`config.mk`:
```
export PLATFORM = sky130hd
export DESIGN_NAME = alu_req_arbiter
export DESIGN_NICKNAME = d
export VERILOG_FILES = /design/src/rtl/alu_req_arbiter.sv
export SDC_FILE = /design/constraint.sdc
export NUM_CORES = 1
export LEC_CHECK = 0
export CAP_MARGIN = 0
export CORE_MARGIN = 2
export CORE_UTILIZATION = 50
export CTS_CLUSTER_SIZE = 20
export DETAILED_ROUTE_END_ITERATION = 10
export DONT_BUFFER_PORTS = 1
export SYNTH_ARGS = -nofsm -noshare
export SYNTH_HDL_FRONTEND = slang
export SYNTH_SLANG_ARGS = --single-unit
```
`constraint.sdc`:
```
create_clock -name clk -period 5.53 [get_ports clk]
set_clock_uncertainty 0.15 [all_clocks]
set_input_delay 1.106 -clock clk [delete_from_list [all_inputs] [get_ports clk]]
set_output_delay 1.106 -clock clk [all_outputs]
set_load 0.01 [all_outputs]
```
`src/rtl/alu_req_arbiter.sv`:
```
// alu_req_arbiter: shares one registered 16-bit ALU between two requesters.
// Round-robin grant, one operation in flight, response on a valid/ready port.
//
// Handshake semantics (both command ports and the response port):
//   A transfer happens on a rising clk edge where valid and ready are both 1.
//   The producer holds valid and payload stable until that edge. reqN_ready
//   is combinational and is only raised in IDLE for the granted requester.
//   rsp_valid and rsp_* are registered and held until rsp_ready.
module alu_req_arbiter #(
   parameter int W       = 16,
   parameter int ALU_LAT = 1
) (
   input  logic         clk,
   input  logic         rst,
   input  logic         req0_valid,
   output logic         req0_ready,
   input  logic [3:0]   req0_fun,
   input  logic [W-1:0] req0_a,
   input  logic [W-1:0] req0_b,
   input  logic         req1_valid,
   output logic         req1_ready,
   input  logic [3:0]   req1_fun,
   input  logic [W-1:0] req1_a,
   input  logic [W-1:0] req1_b,
   output logic [W-1:0] alu_a,
   output logic [W-1:0] alu_b,
   output logic [3:0]   alu_fun,
   input  logic [W-1:0] alu_out,
   input  logic [3:0]   alu_flags,
   output logic         rsp_valid,
   input  logic         rsp_ready,
   output logic         rsp_id,
   output logic [W-1:0] rsp_data,
   output logic [3:0]   rsp_flags,
   output logic         rsp_err,
   output logic [1:0]   state_dbg,
   output logic         rr_ptr_dbg
);

   typedef enum logic [1:0] {
      IDLE = 2'd0,
      WAIT = 2'd1,
      RESP = 2'd2
   } state_t;

   localparam logic [3:0] FUN_DIV = 4'b0011;
   localparam logic [3:0] FUN_NOP = 4'b1111;
   localparam int         CW      = $clog2(ALU_LAT + 1);

   state_t         state;
   logic           rr_ptr;
   logic [CW-1:0]  cnt;

   logic           grant_valid;
   logic           grant_id;
   logic [3:0]     sel_fun;
   logic [W-1:0]   sel_a;
   logic [W-1:0]   sel_b;
   logic           div_zero;
   logic           accept;

   // Pick the requester to serve: the only valid one, or rr_ptr on a tie.
   always_comb begin
      grant_valid = req0_valid | req1_valid;
      grant_id    = 1'b0;
      if (req0_valid && req1_valid) begin
         grant_id = rr_ptr;
      end else if (req1_valid) begin
         grant_id = 1'b1;
      end
   end

   assign req0_ready = (state == IDLE) && grant_valid && !grant_id;
   assign req1_ready = (state == IDLE) && grant_valid &&  grant_id;
   assign accept     = (state == IDLE) && grant_valid;

   assign sel_fun  = grant_id ? req1_fun : req0_fun;
   assign sel_a    = grant_id ? req1_a   : req0_a;
   assign sel_b    = grant_id ? req1_b   : req0_b;
   // Divide by zero never reaches the ALU; it is answered directly with an error.
   assign div_zero = (sel_fun == FUN_DIV) && (sel_b == '0);

   assign state_dbg  = state;
   assign rr_ptr_dbg = rr_ptr;

   // Control FSM: accept in IDLE, wait out ALU latency, hold response until taken.
   always_ff @(posedge clk) begin
      if (rst) begin
         state     <= IDLE;
         rr_ptr    <= 1'b0;
         cnt       <= '0;
         alu_a     <= '0;
         alu_b     <= '0;
         alu_fun   <= FUN_NOP;
         rsp_valid <= 1'b0;
         rsp_id    <= 1'b0;
         rsp_data  <= '0;
         rsp_flags <= '0;
         rsp_err   <= 1'b0;
      end else begin
         case (state)
            IDLE: begin
               if (accept) begin
                  rsp_id <= grant_id;
                  alu_a  <= sel_a;
                  alu_b  <= sel_b;
                  cnt    <= CW'(ALU_LAT);
                  if (div_zero) begin
                     // Keep the ALU on NOP so it never sees the illegal divide.
                     alu_fun   <= FUN_NOP;
                     rsp_data  <= '0;
                     rsp_flags <= '0;
                     rsp_err   <= 1'b1;
                     rsp_valid <= 1'b1;
                     state     <= RESP;
                  end else begin
                     alu_fun <= sel_fun;
                     state   <= WAIT;
                  end
               end
            end
            WAIT: begin
               // cnt runs ALU_LAT..0, giving ALU_LAT+1 cycles in WAIT.
               if (cnt == '0) begin
                  rsp_data  <= alu_out;
                  rsp_flags <= alu_flags;
                  rsp_err   <= 1'b0;
                  rsp_valid <= 1'b1;
                  state     <= RESP;
               end else begin
                  cnt <= cnt - CW'(1);
               end
            end
            RESP: begin
               if (rsp_ready) begin
                  rsp_valid <= 1'b0;
                  rr_ptr    <= ~rsp_id;
                  alu_fun   <= FUN_NOP;
                  state     <= IDLE;
               end
            end
            default: begin
               state <= IDLE;
            end
         endcase
      end
   end

endmodule

```
== Word level (Yosys, flattened, before mapping) ==
Cells that the tools add are included.
Widths: inputs -> output; s select.

* Bitwise gates (word level): 2
* Multiplexer cells: 32
* Reduce and logical (&&, ||, !) cells: 18
* Equal/unequal tests: 7
* Add/sub/neg operators: 1

{| class="wikitable"
|+ Operator list
! kind !! count
|-
| $mux 16 || 5
|-
| $pmux 16 s2 || 1
|-
| $mux 4 || 7
|-
| $logic_not 16->1 || 1
|-
| $pmux 4 s2 || 2
|-
| $mux 1 || 9
|-
| $mux 2 || 4
|-
| $ne 2x2->1 const B || 4
|-
| $pmux 2 s3 || 1
|-
| $reduce_and 2->1 || 3
|-
| $reduce_and 3->1 || 2
|-
| $logic_and 1x1->1 || 5
|-
| $reduce_and 5->1 || 1
|-
| $eq 4x2->1 const B || 1
|-
| $pmux 1 s2 || 2
|-
| $reduce_and 4->1 || 1
|-
| $reduce_bool 2->1 || 2
|-
| $pmux 1 s3 || 1
|-
| $reduce_bool 3->1 || 1
|-
| $eq 2x1->1 const B || 1
|-
| $eq 2x2->1 const B || 1
|-
| $logic_not 2->1 || 1
|-
| $logic_not 1->1 || 1
|-
| $not 1->1 || 1
|-
| 2 further kinds || 2
|}

* Word-level logic and storage cells: 71
* Register bits after elaboration: 63

== Depth between registers and ports, before layout ==
Gate-level depths: netlist of the first run.

* Word-level depth: 8
* Depth in mapped cells: 8

== Least setup slack after synthesis of the first run ==
Ideal clock, no wire load.

* Path type: in2out
* Start: in req0_valid
* End: out req1_ready
* Data required time: 4.274 ns
* Buffers on the path: 2
* Stages on the path: 5
* Arrival: 2.056 ns
* Setup slack: 2.218 ns
* Cell sequence: nor2b_1 nand2b_1 buf_2 nor3_2 buf_2

* Longest elaborated chain between the ends: 3
* Elaborated cells between the ends (all ways): 5
* Classes of those cells: 1 x mux; 1 x bitwise; 3 x reduce/logical

{| class="wikitable"
|+ Ends and longest elaborated chain
! element !! RTL line !! RTL
|-
| from (decl) || 15 || <nowiki>input logic req0_valid,</nowiki>
|-
| $or 1x1->1 or $logic_and 1x1->1 (tied branches) || 64, 66 ||
|-
| $logic_and 1x1->1 or $mux 1 (tied branches) || 74, 66 ||
|-
| $logic_and 1x1->1 (*) || 74 || <nowiki>assign req1_ready = (state == IDLE) && grant_valid && grant_id;</nowiki>
|-
| to (decl) || 21 || <nowiki>output logic req1_ready,</nowiki>
|}

Every way passes the cells marked *; elsewhere a longest branch is shown, timed or not.

== Worst setup path after layout of the first run ==
* Start: in req0_valid
* End: out req0_ready

* Longest elaborated chain between the ends: 4
* Elaborated cells between the ends (all ways): 6
* Classes of those cells: 1 x mux; 1 x bitwise; 4 x reduce/logical

{| class="wikitable"
|+ Ends and longest elaborated chain
! element !! RTL line !! RTL
|-
| $logic_and 1x1->1 || 66 || <nowiki>if (req0_valid && req1_valid) begin</nowiki>
|-
| $mux 1 || 66 ||
|-
| $logic_not 1->1 || 73 || <nowiki>assign req0_ready = (state == IDLE) && grant_valid && !grant_id;</nowiki>
|-
| $logic_and 1x1->1 (*) || 73 ||
|-
| to (decl) || 16 || <nowiki>output logic req0_ready,</nowiki>
|}

Marks and branches as above.

==> results of run 1 <==
==> area by class of cell <==
type / instances / area (um^2) / share of cell area, %
Clock buffer: 9 / 124 / 4.05
Inverter: 5 / 18.8 / 0.614
Timing Repair Buffer: 5 / 37.5 / 1.23
Sequential cell: 63 / 1260 / 41.2
Clock inverter: 7 / 121 / 3.97
Tap cell: 72 / 90.1 / 2.95
Multi-Input combinational cell: 198 / 1410 / 45.9
==> how the worst max path moves through the flow <==
stage	from	to	slack [ns]	cells past startpoint
2_1_floorplan	req0_valid	req1_ready	2.22	5
3_5_place_dp	req0_valid	req0_ready	1.94	4
3_3_place_gp	req0_valid	req0_ready	1.99	4
6_report	req0_valid	req0_ready	1.93	4
5_1_grt	req0_valid	req0_ready	1.83	4
4_1_cts	req0_valid	req0_ready	1.93	4
==> worst max-delay path: stages <==
cell	delay, ns
nor2b_1	0.15
nand2b_1	0.13
buf_4	0.33
and2_1	0.62
==> cell usage after synthesis <==
master and instances:
a211oi_1 18, a21oi_1 2, a222oi_1 16, a32oi_1 20, and2_1 1, buf_2 6, buf_4 1, buf_6 1
clkbuf_1 21, clkinv_1 1, dfxtp_1 63, inv_1 4, mux2_2 3, mux2i_1 18, nand2_1 8, nand2b_1 1
nand3b_1 20, nand4_1 2, nor2_1 39, nor2_4 1, nor2b_1 1, nor3_1 1, nor3_2 2, nor3b_1 2
nor4_1 7, o2111ai_1 1, o211a_1 1, o21ai_0 21, o22ai_1 2, o311ai_1 1, o31a_1 3, o32a_1 2
o32ai_1 2, or2_2 1, or3_1 1, or4_1 1
==> state kept, by name, indices dropped and copies added, names as in the netlist <==
signal	count
alu_a	16
rr_ptr_dbg	1
cnt	1
alu_b	16
rsp_err	1
rsp_valid	1
alu_fun	4
state_dbg	2
rsp_id	1
rsp_flags	4
rsp_data	16
==> through the flow <==
| stage | cells | setup slack, ns | hold WS (ns) | power [mW] |
|---|---|---|---|---|
| after floorplan | 295 | 2.22 | 0.327 | 0.735 |
| after global placement | 343 | 1.99 | 0.348 | 0.775 |
| after detailed placement | 343 | 1.94 | 0.359 | 0.779 |
| after CTS | 359 | 1.93 | 0.375 | 1.26 |
| after global routing | 359 | 1.83 | 0.411 | 1.31 |
| final | 359 | 1.93 | 0.369 | 1.25 |
==> metal layers <==
layer / vias to the layer above / wire [um] / part of all wire (%)
met5: - / 0 / 0
met4: 0 / 63 / 0.90
met3: 6 / 552 / 7.9
met2: 101 / 3490 / 50
met1: 1119 / 2900 / 41
li1: 1124 / - / -
==> kinds of logic (layout without fill, tap and decap cells) <==
| kind of cell | after synthesis | count (layout) | synth area share, % |
|---|---|---|---|
| AOI/OAI and AO/OA | 89 | 89 | 24.8 |
| and+or+nand+nor | 88 | 88 | 17.0 |
| DFF | 63 | 63 | 45.3 |
| buffers and inverters | 34 | 26 | 5.26 |
| muxes | 21 | 21 | 7.69 |
==> where the power goes <==
part,leakage [nW],internal [mW],switching [mW]
Clock,0.112,0.300,0.181
Combinational,0.468,0.0767,0.106
Sequential,0.519,0.513,0.0716
Total,1.10,0.889,0.359
==> run summary, run 1 <==
cell count of the worst hold path = 1
YS warnings = 0
Vias = 2350
max-slew violations = 0
Final Util = 56.2%
Slew @ Worst Pin = 1.26 ns
worst r2r src = state_dbg[0]$_SDFFE_PP0P_
Total GRT Usage = 22.4%
first-pass GRT wire length = 11000 um
grt ovf = 0
Clock transition at path regs = 0.07 ns
Nets = 379
fmax = 278 MHz
Critical Path Fanout Max = 24
worst hold start = cnt$_SDFFE_PP0P_
final worst path period share = 65.2%
ant diodes = 0
reg2reg setup slack = 3.00 ns
layer with the highest usage = met2
Layout area overhead = 9.84%
worst path arrival time = 2.35 ns
layout cells sized above 1 = 10.5%
Worst Hold End = cnt$_SDFFE_PP0P_
Synth Area per Inst = 9.44 um^2
largest area contributor in the netlist = dfxtp_1
wire length per cell = 19.5 um
clk buf depth = 2
Detailed Place HPWL = 4710 um
starting density of the core = 51.2%
Seq/Total Area, Yosys = 45.3%
setup TNS = 0 ns
most common cell after layout, fill and taps aside = dfxtp_1
synth top area cells = dfxtp_1, mux2i_1, a32oi_1
Worst Path Required = 4.27 ns
Worst setup EP type = output pin
die area = 0.00618 mm^2
Pwr Density = 408 mW/mm^2
LEAKAGE = 1.10 nW
min cycle time layout = 3.60 ns
met1 Track Usage GR = 28.1%
core area = 0.00544 mm^2
top cell type's share of synthesized area = 45.3%
ANT nets after route = 0
RePlAce Congestion = 0.770
number of synthesized register bits = 63
CTS tree = built
CTS buffer count = 9
Final Hold Fails = 0
Worst R2R End = rsp_flags[1]$_SDFFE_PP0P_
count of cell types in the netlist = 36
Crit Path Category = primary input to output pin
Filler cells = 525
DIE HEIGHT = 78.6 um
# hold bufs at CTS = 0
WL final = 7010 um
Max Cap Viol = 0
cell count after synthesis = 295
Clock Latency Late Sink = 0.33 ns
Synth Cell Area = 0.00278 mm^2
vias per cell = 6.55
post-cts resize count = 0
worst min path class = register to register
pin count of the biggest net entering global routing = 45
RSZ-0062 raised after global routing = false
outcome = completed
Setup violations, final = 0
DR DRC count = 0
M2 GR Usage = 36.5%
initial antenna violation count = 0
vias in the first global route = 2295
CTS H-Tree Depth = 3
number of port buffers = 0
Num Clock Sinks = 63
Design Area, Final = 0.00306 mm^2
crit start category = primary input
setup bufs post-CTS = 0
Initial DRC Count = 165
Slew headroom = 15.8%
Synth Net Count = 392
Boundary Pins = 161
path depth of the worst reg2reg path = 7
DRT Pass-1 Iters = 7
placed inst area = 0.00281 mm^2
Site Rows = 27
met3 Track Usage GR = 6.21%
commonest non-fill, non-tap cells in the layout = dfxtp_1, nor2_1, o21ai_0, nand3b_1, a32oi_1
worst vdd ir = 0.225 mV
clock root buffer = clkbuf_8
Die X = 78.6 um
(Power assumes the default switching activity.)
==> run 2, diff against run 1 <==
--- a/config.mk
+++ b/config.mk
@@ -11,6 +11,7 @@
 export CTS_CLUSTER_SIZE = 20
 export DETAILED_ROUTE_END_ITERATION = 10
 export DONT_BUFFER_PORTS = 1
+export PLACE_DENSITY = 0.68
 export SYNTH_ARGS = -nofsm -noshare
 export SYNTH_HDL_FRONTEND = slang
 export SYNTH_SLANG_ARGS = --single-unit
==> constraint.sdc (replaced) <==
create_clock -name clk -period 3.25 [get_ports clk]
set_clock_uncertainty 0.15 [all_clocks]
set_input_delay 0.65 -clock clk [delete_from_list [all_inputs] [get_ports clk]]
set_output_delay 0.65 -clock clk [all_outputs]
set_load 0.01 [all_outputs]
==> run summary, run 2 (synthesis gave the netlist of run 1 again) <==
outcome = completed
Vias = 2348
RePlAce Congestion = 0.712
setup TNS = 0 ns
worst r2r src = rr_ptr_dbg$_SDFFE_PP0P_
Crit Path Category = register to output pin
biggest cell delay along the critical path = 0.45 ns
cell count of the worst hold path = 1
Site Rows = 27
non-filler cells, final = 360
Layout area overhead = 6.88%
reg2reg setup slack = 0.98 ns
LEAKAGE = 1.07 nW
Max Cap Viol = 0
clk buf depth = 2
layout cells sized above 1 = 9.38%
clock root buffer = clkbuf_8
WL final = 7080 um
worst path arrival time = 1.65 ns
vias in the first global route = 2153
Placed Instances = 345
worst min path class = primary input to register
initial antenna violation count = 0
max-slew violations = 0
Setup violations, final = 0
Worst Path Required = 2.45 ns
overall power = 1.87 mW
ANT nets after route = 0
Design Area, Final = 0.00298 mm^2
CTS buffer count = 9
wire length per cell = 19.7 um
biggest regs = alu_a: 16 flops, alu_b: 16 flops, rsp_data: 16 flops
Clock transition at path regs = 0.07 ns
grt ovf = 0
CTS tree = built
core area = 0.00544 mm^2
Pwr Density = 630 mW/mm^2
Worst setup EP type = output pin
final worst path period share = 75.4%
Initial DRC Count = 200
path depth of the worst reg2reg path = 5
post-cts resize count = 0
met3 Track Usage GR = 7.70%
Num Clock Sinks = 63
Worst R2R End = rsp_data[12]$_SDFFE_PP0P_
most common cell after layout, fill and taps aside = dfxtp_1
DIE HEIGHT = 78.6 um
pin count of the biggest net entering global routing = 44
Die X = 78.6 um
Final Hold Fails = 0
Final Util = 54.7%
number of port buffers = 0
Final WS setup = 0.799 ns
CTS H-Tree Depth = 3
Detailed Place HPWL = 4870 um
Hold Slack = 0.238 ns
first-pass GRT wire length = 10800 um
vias per cell = 6.52
RSZ-0062 raised after global routing = false
Slew @ Worst Pin = 1.20 ns
pre-CTS setup slack = 0.693 ns
starting density of the core = 51.2%
met1 Track Usage GR = 28.8%
DR DRC count = 0
ant diodes = 0
Critical Path, Cell by Cell = nor2b_1 -> nand2b_1 -> nor3_2 -> buf_4
M2 GR Usage = 34.2%
die area = 0.00618 mm^2
placed inst area = 0.00282 mm^2
Boundary Pins = 161
min cycle time layout = 2.45 ns
Slew headroom = 19.4%
Critical Path Fanout Max = 18
Clock Latency Late Sink = 0.32 ns
CP max-delay cell = dfxtp_1
setup bufs post-CTS = 0
Nets = 381
worst vdd ir = 0.310 mV
fmax = 408 MHz
crit start category = register
commonest non-fill, non-tap cells in the layout = dfxtp_1, nor2_1, o21ai_0, nand3b_1, a32oi_1
Total GRT Usage = 22.4%
# hold bufs at CTS = 0
layer with the highest usage = met2
DRT Pass-1 Iters = 8
Worst Hold End = alu_a[2]$_SDFFE_PP0P_
worst hold start = rst
==> run 2: worst max-delay path by stage <==
| stage | start | endpoint | slack [ns] | cells after the start |
|---|---|---|---|---|
| 3_5_place_dp | req0_valid | rsp_data[12]$_SDFFE_PP0P_ | 0.69 | 5 |
| 3_3_place_gp | req0_valid | state_dbg[0]$_SDFFE_PP0P_ | 0.80 | 5 |
| 4_1_cts | rr_ptr_dbg$_SDFFE_PP0P_ | req1_ready | 0.77 | 4 |
| 5_1_grt | rr_ptr_dbg$_SDFFE_PP0P_ | req1_ready | 0.64 | 4 |
| 2_1_floorplan | req0_valid | req1_ready | 0.85 | 5 |
| 6_report | rr_ptr_dbg$_SDFFE_PP0P_ | req1_ready | 0.80 | 4 |
==> run 2: final cells by class <==
| type | count | area [um^2] |
|---|---|---|
| repair buffers | 7 | 52.6 |
| clock buffers | 14 | 153 |
| multi-input cells | 198 | 1400 |
| inverters | 5 | 18.8 |
| well taps | 72 | 90.1 |
| flip-flops and latches | 63 | 1260 |
| clock inverters | 1 | 5.00 |
| fillers | 516 | 2460 |
==> run 2: power by group <==
group,internal (mW),switching (mW),total [mW]
clock,0.294,0.271,0.565
sequential,0.873,0.126,0.999
combinational,0.132,0.179,0.311
==> run 2: critical path, delay by kind of cell, from the launching register on <==
kind / cells / cell delay, ns
flip-flops: 1 / 0.45
AND/OR/NAND/NOR: 3 / 0.61
buffers and inverters: 1 / 0.25
==> run 2: routing by layer <==
metal  part of all wire [%]  vias to the layer above
li1                       -                     1119
met1                     40                     1075
met3                     12                        9
met2                     47                      145
met4                    1.4                        0
met5                      0                        -
==> run 3, diff against run 2 <==
==> constraint.sdc (replaced) <==
create_clock -name clk -period 2.2 [get_ports clk]
set_clock_uncertainty 0.15 [all_clocks]
set_input_delay 0.44 -clock clk [delete_from_list [all_inputs] [get_ports clk]]
set_output_delay 0.44 -clock clk [all_outputs]
set_load 0.01 [all_outputs]
==> run summary, run 3 (synthesis gave the netlist of run 1 again) <==
Pwr Density = 954 mW/mm^2
RePlAce Congestion = 0.726
WL final = 7080 um
Slew @ Worst Pin = 0.792 ns
wire length per cell = 19.3 um
cell internal pwr = 2.08 mW
most common cell after layout, fill and taps aside = dfxtp_1
outcome = completed
fmax = 476 MHz
CTS H-Tree Depth = 3
CTS buffer count = 9
Setup violations, final = 0
Worst setup EP type = output pin
pin count of the biggest net entering global routing = 44
Clock transition at path regs = 0.07 ns
grt ovf = 0
worst path arrival time = 1.51 ns
met1 WL = 2840 um
setup TNS = 0 ns
Final Hold Fails = 0
CP max-delay cell = dfxtp_1
vias in the first global route = 2262
clock root buffer = clkbuf_8
DR DRC count = 0
Clk network pwr share = 33.7%
Total GRT Usage = 22.4%
number of port buffers = 0
vias per cell = 6.63
ANT nets after route = 0
Clock Latency Late Sink = 0.33 ns
Gate power share = 16.4%
Design Area, Final = 0.00309 mm^2
Vias = 2435
worst min path class = primary input to register
met2 wire length = 3390 um
Critical Path, Cell by Cell = nor2b_1 -> nand2b_2 -> nor3_2 -> buf_4
CTS tree = built
biggest cell delay along the critical path = 0.45 ns
die area = 0.00618 mm^2
core area = 0.00544 mm^2
Critical Path Fanout Max = 18
# hold bufs at CTS = 0
DIE HEIGHT = 78.6 um
RSZ-0062 raised after global routing = false
DRT Pass-1 Iters = 5
Num Clock Sinks = 63
first-pass GRT wire length = 10800 um
Switching Share = 29.6%
layout cells sized above 1 = 13.2%
min cycle time layout = 2.10 ns
Initial DRC Count = 176
commonest non-fill, non-tap cells in the layout = dfxtp_1, nor2_1, o21ai_0, nand3b_1, a32oi_1
Worst Path Required = 1.61 ns
final worst path period share = 95.5%
clk buf depth = 2
max layer used = met4
LEAKAGE = 1.14 nW
Crit Path Category = register to output pin
Max Cap Viol = 0
starting density of the core = 51.2%
Reg power frac = 49.9%
Placed Instances = 352
placed inst area = 0.00288 mm^2
Layout area overhead = 10.9%
Detailed Place HPWL = 4960 um
Nets = 388
biggest regs = alu_a: 16 flops, alu_b: 16 flops, rsp_data: 16 flops
non-filler cells, final = 367
initial antenna violation count = 0
ant diodes = 0
Die X = 78.6 um
max-slew violations = 0
Hold Slack = 0.0263 ns
crit start category = register
met3 WL = 766 um
overall power = 2.95 mW
worst vdd ir = 0.517 mV
Boundary Pins = 161
Switch Pwr = 871 uW
Slew headroom = 47.2%
Site Rows = 27
==> run 3: power groups by stage <==
stage          sequential (mW)  combinational (mW)  clock, mW
2_1_floorplan             1.46               0.382          0
3_3_place_gp              1.49               0.470          0
3_5_place_dp              1.49               0.481          0
4_1_cts                   1.47               0.481       1.02
5_1_grt                   1.49               0.542       1.08
6_report                  1.47               0.484      0.994
==> run 3: per-layer routing <==
layer,GRT usage [%],vias up
met1,25.7,1166
met5,0,-
li1,-,1138
met2,36.8,123
met3,8.51,8
met4,10.5,0
==> run 3: final timing paths <==
kind                            from                   endpoint  slack [ns]  depth (start not counted)
max reg2reg  rr_ptr_dbg$_SDFFE_PP0P_  rsp_data[11]$_SDFFE_PP0P_        0.35                          6
max          rr_ptr_dbg$_SDFFE_PP0P_                 req1_ready         0.1                          4
min reg2reg    alu_b[5]$_SDFFE_PP0P_      alu_b[5]$_SDFFE_PP0P_        0.39                          2
min                              rst      alu_a[6]$_SDFFE_PP0P_        0.03                          1
==> run 3: repair_timing <==
action | CTS | global route
buffers inserted | 0 | 0
endpoints found under the hold margin | 0 | 0
setup endpoints to repair | 0 | 14
gates resized for setup | 0 | 2
==> run 3: per-stage QoR <==
step / setup WS, ns / util (%)
2_1_floorplan: 0.220 / -
3_3_place_gp: 0.216 / 53.0
3_5_place_dp: 0.166 / 53.0
4_1_cts: 0.0507 / 56.6
5_1_grt: 0.0243 / 56.8
6_report: 0.0981 / 56.8
==> run 3: critical path, delay by kind of cell (launching register included) <==
| kind | cells | cell delay, ns |
|---|---|---|
| flops | 1 | 0.45 |
| buf+inv | 1 | 0.26 |
| simple gates | 3 | 0.48 |
==> run 3: final cells by class <==
type                    instances  area, um^2
clock buffers                  11         151
clock inverters                 4        45.0
fillers                       509        2350
inverters                       5        18.8
multi-input cells             198        1400
flip-flops and latches         63        1260
well taps                      72        90.1
repair buffers                 14         118
